$ cat src/rtl/pixel_frame_ctrl_pkg.sv
// Shared types for the pixel frame sequencer: FSM states, colour codes, count width.
package pixel_frame_ctrl_pkg;

  localparam int unsigned CntW = 15;

  typedef enum logic [2:0] {
    StIdle,
    StClear,
    StAccum,
    StDrain,
    StSettle,
    StDone
  } state_e;

  typedef enum logic [1:0] {
    ColR   = 2'b00,
    ColG   = 2'b01,
    ColB   = 2'b10,
    ColErr = 2'b11
  } color_e;

  // dom is {b, g, r}; anything other than exactly one bit set is an error.
  function automatic color_e decode_color(input logic [2:0] dom);
    case (dom)
      3'b001:  return ColR;
      3'b010:  return ColG;
      3'b100:  return ColB;
      default: return ColErr;
    endcase
  endfunction

endpackage

$ cat src/rtl/pixel_frame_ctrl_dominant_color.sv
// Combinational dominant-channel picker: one-hot {b,g,r} with ties resolved R > G > B,
// plus the winning channel value for the brightness threshold.
module pixel_frame_ctrl_dominant_color (
  input  logic [7:0] r_i,
  input  logic [7:0] g_i,
  input  logic [7:0] b_i,
  output logic [2:0] onehot_o,
  output logic [7:0] max_o
);

  always_comb begin
    onehot_o = 3'b000;
    max_o    = 8'd0;
    if (r_i >= g_i && r_i >= b_i) begin
      onehot_o = 3'b001;
      max_o    = r_i;
    end else if (g_i >= b_i) begin
      onehot_o = 3'b010;
      max_o    = g_i;
    end else begin
      onehot_o = 3'b100;
      max_o    = b_i;
    end
  end

endmodule

$ cat src/rtl/pixel_frame_ctrl.sv
// Frame sequencer for the RGB pixel-count datapath: clear, accumulate, settle, report.
// Optional feature: define PIXEL_THRESH_EN to suppress add pulses for pixels dimmer than Thresh.
module pixel_frame_ctrl
  import pixel_frame_ctrl_pkg::*;
#(
  parameter int unsigned FramePixels = 16384,
  parameter int unsigned SettleCyc   = 1,
  parameter int unsigned Thresh      = 64
) (
  input  logic            clk_i,
  input  logic            rst_ni,
  input  logic            start_i,
  input  logic            pix_valid_i,
  output logic            pix_ready_o,
  input  logic [7:0]      pix_r_i,
  input  logic [7:0]      pix_g_i,
  input  logic [7:0]      pix_b_i,
  output logic            radd_en_o,
  output logic            gadd_en_o,
  output logic            badd_en_o,
  output logic            cnt_clr_o,
  input  logic            rd_en_i,
  input  logic            gd_en_i,
  input  logic            bd_en_i,
  input  logic [CntW-1:0] rpixel_num_i,
  input  logic [CntW-1:0] gpixel_num_i,
  input  logic [CntW-1:0] bpixel_num_i,
  output logic            res_valid_o,
  input  logic            res_ready_i,
  output logic [1:0]      res_color_o,
  output logic [CntW-1:0] res_count_o,
  output logic            busy_o
);

  localparam int unsigned SetW = (SettleCyc < 1) ? 1 : $clog2(SettleCyc + 1);
  localparam logic [CntW-1:0] LastPix = CntW'(FramePixels - 1);
  localparam logic [SetW-1:0] SettleInit = SetW'(SettleCyc);
  localparam logic [7:0] ThreshV = 8'(Thresh);

  state_e            state_q;
  logic [CntW-1:0]   pix_cnt_q;
  logic [SetW-1:0]   settle_q;
  logic [2:0]        add_en_q;
  logic              res_valid_q;
  color_e            res_color_q;
  logic [CntW-1:0]   res_count_q;

  logic [2:0]        dom_onehot;
  logic [7:0]        dom_max;
  logic              pix_pass;
  color_e            cmp_color;
  logic [CntW-1:0]   cmp_count;

  pixel_frame_ctrl_dominant_color u_dominant_color (
    .r_i      (pix_r_i),
    .g_i      (pix_g_i),
    .b_i      (pix_b_i),
    .onehot_o (dom_onehot),
    .max_o    (dom_max)
  );

`ifdef PIXEL_THRESH_EN
  assign pix_pass = (dom_max >= ThreshV);
`else
  logic unused_thresh;
  assign unused_thresh = ^{dom_max, ThreshV};
  assign pix_pass = 1'b1;
`endif

  always_comb begin
    cmp_color = decode_color({bd_en_i, gd_en_i, rd_en_i});
    cmp_count = '0;
    case (cmp_color)
      ColR:    cmp_count = rpixel_num_i;
      ColG:    cmp_count = gpixel_num_i;
      ColB:    cmp_count = bpixel_num_i;
      default: cmp_count = '0;
    endcase
  end

  always_ff @(posedge clk_i or negedge rst_ni) begin
    if (!rst_ni) begin
      state_q     <= StIdle;
      pix_cnt_q   <= '0;
      settle_q    <= '0;
      add_en_q    <= '0;
      res_valid_q <= 1'b0;
      res_color_q <= ColR;
      res_count_q <= '0;
    end else begin
      add_en_q <= '0;
      unique case (state_q)
        StIdle: begin
          if (start_i) state_q <= StClear;
        end
        StClear: begin
          pix_cnt_q <= '0;
          state_q   <= StAccum;
        end
        StAccum: begin
          if (pix_valid_i) begin
            pix_cnt_q <= pix_cnt_q + 1'b1;
            add_en_q  <= pix_pass ? dom_onehot : 3'b000;
            if (pix_cnt_q == LastPix) state_q <= StDrain;
          end
        end
        StDrain: begin
          settle_q <= SettleInit;
          state_q  <= StSettle;
        end
        // Counts down to zero and samples one cycle later, so the compare has a full
        // SettleCyc cycles of slack beyond the counter update.
        StSettle: begin
          if (settle_q == '0) begin
            res_color_q <= cmp_color;
            res_count_q <= cmp_count;
            res_valid_q <= 1'b1;
            state_q     <= StDone;
          end else begin
            settle_q <= settle_q - 1'b1;
          end
        end
        StDone: begin
          if (res_ready_i) begin
            res_valid_q <= 1'b0;
            state_q     <= StIdle;
          end
        end
        default: state_q <= StIdle;
      endcase
    end
  end

  assign pix_ready_o = (state_q == StAccum);
  assign cnt_clr_o   = (state_q == StClear);
  assign busy_o      = (state_q != StIdle);
  assign radd_en_o   = add_en_q[0];
  assign gadd_en_o   = add_en_q[1];
  assign badd_en_o   = add_en_q[2];
  assign res_valid_o = res_valid_q;
  assign res_color_o = res_color_q;
  assign res_count_o = res_count_q;

endmodule

$ cat config.mk
export PLATFORM = sky130hd
export DESIGN_NAME = pixel_frame_ctrl
export DESIGN_NICKNAME = d
export VERILOG_FILES = /design/src/rtl/pixel_frame_ctrl_pkg.sv /design/src/rtl/pixel_frame_ctrl_dominant_color.sv /design/src/rtl/pixel_frame_ctrl.sv
export SDC_FILE = /design/constraint.sdc
export NUM_CORES = 1
export LEC_CHECK = 0
export ABC_AREA = 1
export BUFFER_PORTS_ARGS = -buffer_cell sky130_fd_sc_hd__buf_2
export CORE_MARGIN = 2
export CORE_UTILIZATION = 46
export DETAILED_ROUTE_END_ITERATION = 6
export PLACE_DENSITY = 0.78
export SETUP_SLACK_MARGIN = 0.15
export SKIP_CTS_REPAIR_TIMING = 1
export SLEW_MARGIN = 20
export SYNTH_ARGS = -nofsm -noshare
export SYNTH_HDL_FRONTEND = slang
export SYNTH_SLANG_ARGS = --single-unit
$ cat constraint.sdc
create_clock -name clk_i -period 1.2 [get_ports clk_i]
set_input_delay 0.06 -clock clk_i [delete_from_list [all_inputs] [get_ports clk_i]]
set_output_delay 0.06 -clock clk_i [all_outputs]
set_load 0.005 [all_outputs]
==> results.json <==
{
  "antenna_found_initial": 0,
  "relSlewSlack_pct": 82.20,
  "crit_fanout": 4,
  "worstHoldPathCells": 4,
  "drive_gt1_share_pct": 36.64,
  "port_buffers": 100,
  "required_ns": 1.14,
  "fin_skew_ns": 0.007867,
  "ys_seq_area_share_pct": 34.90,
  "worstHoldPathType": "input port to flop",
  "peakVddDrop_mv": 0.8010,
  "grt_pass1_vias": 3053,
  "synth-seq-cells": 40,
  "synth_edf_count": 0,
  "syn-cell-area_sq_um": 2868,
  "critPathCaptureType": "output port",
  "yosys.area_share.simple_pct": 38.09,
  "area_growth_pct": 43.94,
  "drtAntennaViolNets": 0,
  "violations": "negative setup slack",
  "io_pins": 101,
  "clockRootBuffer": "clkbuf_8",
  "fp.dieH_um": 82.96,
  "synthAdderAreaFrac_pct": 10.91,
  "vias": 3178,
  "r2r_cells": 6,
  "grt_pass1_wl_mm": 13.01,
  "nets": 655,
  "yosys_most_used_dff": "dfrtp_1",
  "crit_chain": "buf_4 -> nor2_4 -> buf_6 -> nand2_4 -> buf_6 -> buf_6",
  "via_per_inst": 5.052,
  "synthCells": 406,
  "cts_buffers": 5,
  "slowest_stage": "dfrtp_2",
  "timing_hold_violations_final": 0,
  "status": "finished with violations",
  "use_met3_pct": 4.871,
  "powerDensity_nw_per_um2": 1506,
  "ys.warnings.count": 0,
  "p_leak_nw": 2.314,
  "synth.distinct_cells": 32,
  "gr-usage-met2_pct": 40.25,
  "cts.sinks": 40,
  "total_power_w": 0.006218,
  "clk_latency_ns": 0.29,
  "finalSetupViolCount": 40,
  "cts_tree": "yes",
  "cts_max_level": 2,
  "dieArea_sq_um": 6882,
  "start_kind": "flop",
  "synth_xor_area_share_pct": 0.6108,
  "whs_ns": 0.06850,
  "cp_num_cells": 6,
  "grt_max_degree": 41,
  "post-synth-top-count-cell": "nand2_1",
  "grt_util_all_layers_pct": 22.18,
  "place_congestion": 0.9147,
  "first_iter_violations": 164,
  "synth.top_cell.area_share_pct": 34.90,
  "fillCellCount": 484,
  "yosysTopAreaCell": "dfrtp_1",
  "drt_wl_total_mm": 8.395,
  "drc": 0,
  "yosys-top-cells-area": "dfrtp_1 (35%), nand2_1 (21%), ha_1 (11%)",
  "worstSetupPathType": "flop to output port",
  "initial_utilization_pct": 48.15,
  "crit_family": "buffers and inverters",
  "timing.fmax_mhz": 713.8,
  "synth_mux_area_share_pct": 0,
  "async_flop_share_pct": 100.0,
  "worstMarginPinSlew_ns": 0.2660,
  "rsz0062_at_grt": "true",
  "synth_top_family_by_area": "simple AND/OR/NAND/NOR gates",
  "met1_usage_pct": 26.52,
  "slowest_delay_ns": 0.44,
  "maxCapViolations": 0,
  "avgSynthCellArea_sq_um": 7.063,
  "synthTopCellsByCount": "nand2_1 (157), inv_1 (48), dfrtp_1 (40)",
  "crit_top_cell": "buf_6",
  "top_usage_layer": "met2",
  "clock_path_buffers": 2,
  "period_share_pct": 116.7,
  "setup_ws_ns": -0.2009,
  "rows": 28,
  "fin_crit_ns": 1.401,
  "synth_fp_nets": 508,
  "wl_per_cell_um": 13.35,
  "tns_ns": -4.649,
  "floorplan.die.width_um": 82.96,
  "path_buf_inv": 4,
  "core_sq_um": 5956,
  "overflow": 0,
  "dr.pass1.iters": 4,
  "hpwl_mm": 5.972,
  "slew_viol_final": 0,
  "synth_compound_area_share_pct": 6.370,
  "insertedDiodeCount": 0,
  "cp.arrival_ns": 1.34,
  "path_clk_slew_ns": 0.08
}
==> path summary, 6_finish.rpt <==
kind,start,end,slack [ns]
min in group asynchronous,rst_ni,pix_cnt_q[10],0.30
setup reg to reg,state_q[1],res_color_o[1],-0.17
hold reg to reg,res_count_o[1],res_count_o[1],0.46
setup / recovery,state_q[1],busy_o,-0.20
hold / removal,res_ready_i,state_q[0],0.07
max in group asynchronous,rst_ni,state_q[1],0.70
==> power breakdown <==
part / leakage, nW / switching [W] / internal (W) / total (W)
logic: 1.75 / 0.00163 / 0.00161 / 0.00324
clock network: 0.0510 / 0.000472 / 0.000459 / 0.000931
registers: 0.513 / 0.000290 / 0.00176 / 0.00205
total: 2.31 / 0.00239 / 0.00383 / 0.00622
==> metal layers <==
layer | vias up | share of wire (%)
met5 | - | 0
met4 | 0 | 1.4
met3 | 11 | 6.2
met2 | 116 | 52
met1 | 1455 | 40
li1 | 1596 | -
==> cells in the final DEF (no fill, tap or decap), drive strengths merged <==
cell type / instances
nand2: 162
buf: 146
inv: 53
dfrtp: 40
nand3: 32
nor2: 31
ha: 25
nand4: 18
a21oi: 13
o21ai: 10
clkbuf: 6
o31ai: 3
nor3: 2
a21o: 2
xor2: 2
clkinv: 2
o21bai: 1
o21a: 1
or2: 1
nand3b: 1
nor3b: 1
o22ai: 1
dlygate4sd3: 1
==> through the flow <==
step                      instance area [sq um]  instances  worst slack (ns)  utilization [%]
after global placement                     3730        607          -0.06740            62.63
after detailed placement                   3730        607           -0.1199            62.63
after global routing                       4128        629           -0.2640            69.31
after floorplan                            2913        406          -0.06601                -
after CTS                                  3822        615           -0.2210            64.18
final                                      4128        629           -0.2009            69.31
==> tightest hold or removal path, delay by kind of cell <==
family | cells | cell delay (ns)
buffers and inverters | 2 | 0.16
AND/OR/NAND/NOR | 2 | 0.11
==> logic make-up (layout without fill, tap and decap cells) <==
family,after synthesis,after routing
AO/OA/AOI/OAI,31,31
adder cells (fa/ha/maj),25,25
XOR/XNOR,2,2
flip-flops,40,40
AND/OR/NAND/NOR,247,248
buffers and inverters,61,208
==> cell type report <==
cell class	count	area [sq um]	area share, %
Clock buffer	6	82.58	2.001
Clock inverter	2	10.01	0.2425
Inverter	53	206.4	5.002
Multi-Input combinational cell	306	1764	42.74
Sequential cell	40	1005	24.34
Tap cell	75	93.84	2.273
Timing Repair Buffer	147	965.9	23.40
==> state kept, by name, summed over array words and instances (netlist names) <==
register,count
add_en_q,3
pix_cnt_q,15
res_color_o,2
res_count_o,15
res_valid_o,1
settle_q,1
state_q,3
Note: power is estimated with default switching activity, not from simulation.
